==> src/rtl/wb_pkg.sv <==
`default_nettype none
// ============================================================================
// Module : wb_pkg
// Brief  : Shared defaults and entry type for the write-back queue.
// Rev    : 1.0  initial release
// ============================================================================
package wb_pkg;

    localparam int WB_W     = 8;
    localparam int WB_D     = 3;
    localparam int WB_DEPTH = 4;

    // One pending register-file write at the default widths.
    typedef struct packed {
        logic [WB_D-1:0] rd;
        logic [WB_W-1:0] value;
    } wb_entry_t;

endpackage
`default_nettype wire

==> src/rtl/wb_queue.sv <==
`default_nettype none
// ============================================================================
// Module : wb_queue
// Brief  : Write-back FIFO merging ALU and load results into one regfile port,
//          with youngest-match forwarding lookup.
// Rev    : 1.0  initial release
// ============================================================================
module wb_queue
    import wb_pkg::*;
#(
    parameter int W     = WB_W,
    parameter int D     = WB_D,
    parameter int DEPTH = WB_DEPTH
) (
    input  logic                     CLK,
    input  logic                     RST_N,
    input  logic                     AluValid,
    input  logic [D-1:0]             AluReg,
    input  logic [W-1:0]             AluValue,
    output logic                     AluReady,
    input  logic                     MemValid,
    input  logic [D-1:0]             MemReg,
    input  logic [W-1:0]             MemValue,
    output logic                     MemReady,
    input  logic                     Stall,
    output logic                     WriteReg,
    output logic [D-1:0]             WReg,
    output logic [W-1:0]             WriteValue,
    input  logic [D-1:0]             LookupReg,
    output logic                     LookupHit,
    output logic [W-1:0]             LookupValue,
    output logic [$clog2(DEPTH):0]   Count
);

    localparam int              AW      = $clog2(DEPTH);
    localparam logic [AW:0]     C_DEPTH = (AW+1)'(DEPTH);

    logic [D-1:0]  r_reg_q [DEPTH];
    logic [W-1:0]  r_val_q [DEPTH];
    logic [AW:0]   r_head;
    logic [AW:0]   r_tail;

    logic [AW:0]   w_count;
    logic          w_empty;
    logic          w_full;
    logic          w_enq;
    logic          w_deq;
    logic [D-1:0]  w_enq_reg;
    logic [W-1:0]  w_enq_val;
    logic [AW-1:0] w_idx;

    assign w_count  = r_tail - r_head;
    assign w_empty  = (r_head == r_tail);
    assign w_full   = (w_count == C_DEPTH);

    assign MemReady = !w_full;
    assign AluReady = !w_full && !MemValid;
    assign Count    = w_count;

    // Loads win arbitration; the ALU simply sees Ready low that cycle.
    assign w_enq     = (MemValid && MemReady) || (AluValid && AluReady);
    assign w_enq_reg = MemValid ? MemReg   : AluReg;
    assign w_enq_val = MemValid ? MemValue : AluValue;

    assign w_deq      = !w_empty && !Stall;
    assign WriteReg   = w_deq;
    assign WReg       = w_empty ? '0 : r_reg_q[r_head[AW-1:0]];
    assign WriteValue = w_empty ? '0 : r_val_q[r_head[AW-1:0]];

    always_ff @(posedge CLK or negedge RST_N) begin
        if (!RST_N) begin
            r_head <= '0;
            r_tail <= '0;
        end else begin
            if (w_enq) r_tail <= r_tail + 1'b1;
            if (w_deq) r_head <= r_head + 1'b1;
        end
    end

    // Storage carries no reset; occupancy comes only from the pointers.
    always_ff @(posedge CLK) begin
        if (w_enq) begin
            r_reg_q[r_tail[AW-1:0]] <= w_enq_reg;
            r_val_q[r_tail[AW-1:0]] <= w_enq_val;
        end
    end

    // Walk from head toward tail so the last match seen is the youngest.
    always_comb begin
        LookupHit   = 1'b0;
        LookupValue = '0;
        w_idx       = '0;
        for (int i = 0; i < DEPTH; i++) begin
            w_idx = r_head[AW-1:0] + AW'(i);
            if (((AW+1)'(i) < w_count) && (r_reg_q[w_idx] == LookupReg)) begin
                LookupHit   = 1'b1;
                LookupValue = r_val_q[w_idx];
            end
        end
    end

endmodule
`default_nettype wire

==> config.mk <==
export PLATFORM = sky130hd
export DESIGN_NAME = wb_queue
export DESIGN_NICKNAME = d
export VERILOG_FILES = /design/src/rtl/wb_pkg.sv /design/src/rtl/wb_queue.sv
export SDC_FILE = /design/constraint.sdc
export NUM_CORES = 1
export LEC_CHECK = 0
export BUFFER_PORTS_ARGS = -buffer_cell sky130_fd_sc_hd__buf_2
export CAP_MARGIN = 20
export CORE_ASPECT_RATIO = 1.1
export CORE_UTILIZATION = 40
export DETAILED_ROUTE_END_ITERATION = 8
export GPL_TIMING_DRIVEN = 0
export SLEW_MARGIN = 20
export SYNTH_ARGS = -nofsm -noshare
export SYNTH_HDL_FRONTEND = slang
export SYNTH_SLANG_ARGS = --single-unit
==> constraint.sdc <==
create_clock -name CLK -period 2.7 [get_ports CLK]
set_input_delay 0.27 -clock CLK [delete_from_list [all_inputs] [get_ports CLK]]
set_output_delay 0.27 -clock CLK [all_outputs]
set_load 0.05 [all_outputs]
==> results.toml <==
[worst_setup_path]
critical_path_buf_inv_count = 2
worstPathArrival_ps = 2840
crit_path_top_delay_cell = "mux4_2"
cpPeakStageDelay_ps = 550
crit_chain = "ha_4 -> mux4_2 -> xnor2_2 -> and4_4 -> buf_6 -> a211oi_4 -> a211oi_4 -> buf_6"
required_ps = 2430
endpoint_kind = "primary output"
cp_max_fo = 5
critical_path.top_delay_family = "multiplexers"
crit_type = "register to primary output"
start_kind = "register"

[drt]
vias = 2504
drtPass1Iterations = 4
post_drt_via_cell_ratio = 5.756
wl_per_cell_um = 20.35
antenna_left = 0
drc_errors = 0
detail_route.wirelength_um = 8852
drtIter0Drc = 228

[global_routing]
grt_pass1_wl_um = 13590
track_usage_pct = 20.00
grt_pass1_vias = 2576
grt_overflow_total = 0
antenna_found_initial = 0
grt_max_degree = 16

[timing]
worst_slack_ps = -405.0
period_share_pct = 115.0
worst_pin_slew_ps = 678.2
max_freq_ghz = 0.3221
fin_crit_ps = 3105
setup_viol = 9
fin_skew_ps = 4.112
finalHoldViolCount = 0
rsz0062_at_grt = "true"
maxSlewHeadroom_pct = 54.78
setup_tns_ps = -3363
slew_violations = 0

[die]
num_rows = 35
die_w_um = 90.79
dieArea_mm2 = 0.009048
io_pins = 56
core_area_mm2 = 0.008408
initial_core_util_pct = 41.25
die_y_um = 99.66

[placed_design]
dp_hpwl_um = 5828
gp_congestion = 0.7843
place_inst = 396
port_buffers = 55

[yosys]
syn_area_per_cell_um2 = 15.08
syn_area_mm2 = 0.003468
seq_area_frac_synth_pct = 42.42
synth.distinct_cells = 33
ys.flop_type = "edfxtp_1"
synthArstFlopShare_pct = 12.00
synth-seq-cells = 50
syn_inst = 230
synth_edf_count = 44
synth_nets = 268
ys_warn_count = 0

[outcome]
violations = "setup timing"
status = "finished, violations left"

[finish]
final_common_cell = "edfxtp_1"
drive_gt1_share_pct = 62.96
area_growth_pct = 38.67
utilization_pct = 57.20
fillers = 694
diodes = 0
multi_input_area_mm2 = 0.002181
nNetsFinal = 361
regArea_mm2 = 0.001474
finalNonFillerCells = 435
final_cell_mix = "44 x edfxtp_1, 40 x mux4_2, 38 x buf_2, 30 x buf_4, 20 x buf_6"

[cts]
htreeDepth = 2
clk_pin_slew_ps = 80
ctsRootBufferMaster = "clkbuf_8"
ctsLongestPathBuffers = 2
cts.sinks = 50
tritoncts = "built"
clock_latency_ps = 310
cts_buffers = 5

[job]
drv_cap = 0

[min_path]
worstHoldPathType = "input port to register"
[cells in the mapped netlist (4+ instances only)]
cell type  count  area (µm²)
edfxtp_1      44        1321
mux4_2        38       855.8
a211oi_1      16       120.1
xnor2_1       12       105.1
mux2_2        11       123.9
nor2_1        11       41.29
nand3_1        9       45.04
nor2b_1        9       56.30
nor3_1         9       45.04
ha_1           7       87.58
inv_1          7       26.28
dfrtp_1        6       150.1
mux4_1         6       157.7
xor2_1         5       43.79
and2_1         4       25.02
buf_1          4       15.01
buf_2          4       20.02
[flip-flops by register name (all words and copies together), names as in the netlist]
signal and cells:
r_tail 3, r_head 3, r_reg_q 12, r_val_q 32
[routing by layer]
layer,part of all wire [%],vias to the layer above,track usage (%)
li1,-,1116,-
met1,37,1302,23.77
met2,56,71,37.65
met3,4.8,15,2.217
met4,2.0,0,6.716
met5,0,-,0
[tightest hold or removal path, cell delays in order]
cell     delay, ps
buf_2           90
nor2_2          60
nand2_1         60
o21ai_0         60
[final cells by class]
cell class                 count  area share (%)
clock buffer                   6           1.717
tap                          111           2.888
inverter                       7          0.6243
timing repair buffer          87           14.23
buffer                        15           3.304
multi-input combinational    157           45.34
clock inverter                 2           1.249
sequential                    50           30.65
[cell families (layout without fill, tap and decap cells)]
kind of cell / Yosys count / after routing / share of synthesized area [%]
fa+ha+maj: 8 / 8 / 3.102
xor+xnor: 18 / 18 / 4.978
simple gates: 55 / 55 / 8.947
mux: 55 / 55 / 32.79
flops: 50 / 50 / 42.42
compound gates: 21 / 21 / 4.366
buf+inv: 23 / 117 / 3.391
[path summary, 6_finish.rpt]
path	startpoint	to	slack, ps	cells after the start
max	r_head[0]	LookupValue[6]	-410	8
min	Stall	r_head[1]	270	4
max reg2reg	r_head[0]	r_val_q[3][3]	150	7
min reg2reg	r_tail[2]	r_tail[2]	520	1
max in group asynchronous	RST_N	r_head[1]	2230	2
min in group asynchronous	RST_N	r_tail[1]	310	2
[timing repair]
action	in CTS	in global routing
hold buffers	1	0
endpoints found under the hold margin	6	0
setup endpoints to repair	43	52
setup buffers	22	7
gates resized for setup	64	28
pin swaps	15	18
cloned	1	1
[stage by stage]
step	cell area [µm²]	worst slack [ps]	hold slack (ps)
final	4810	-405.0	265.9
after global routing	4810	-472.3	293.3
after CTS	4629	-468.5	269.3
after detailed placement	4043	-529.3	104.2
after global placement	4043	-525.0	101.2
after floorplan	3628	-196.1	-25.59
Power is left out: the tool's default activity adds up to more than one toggle a clock period on the data nets, which glitch-free logic cannot reach.
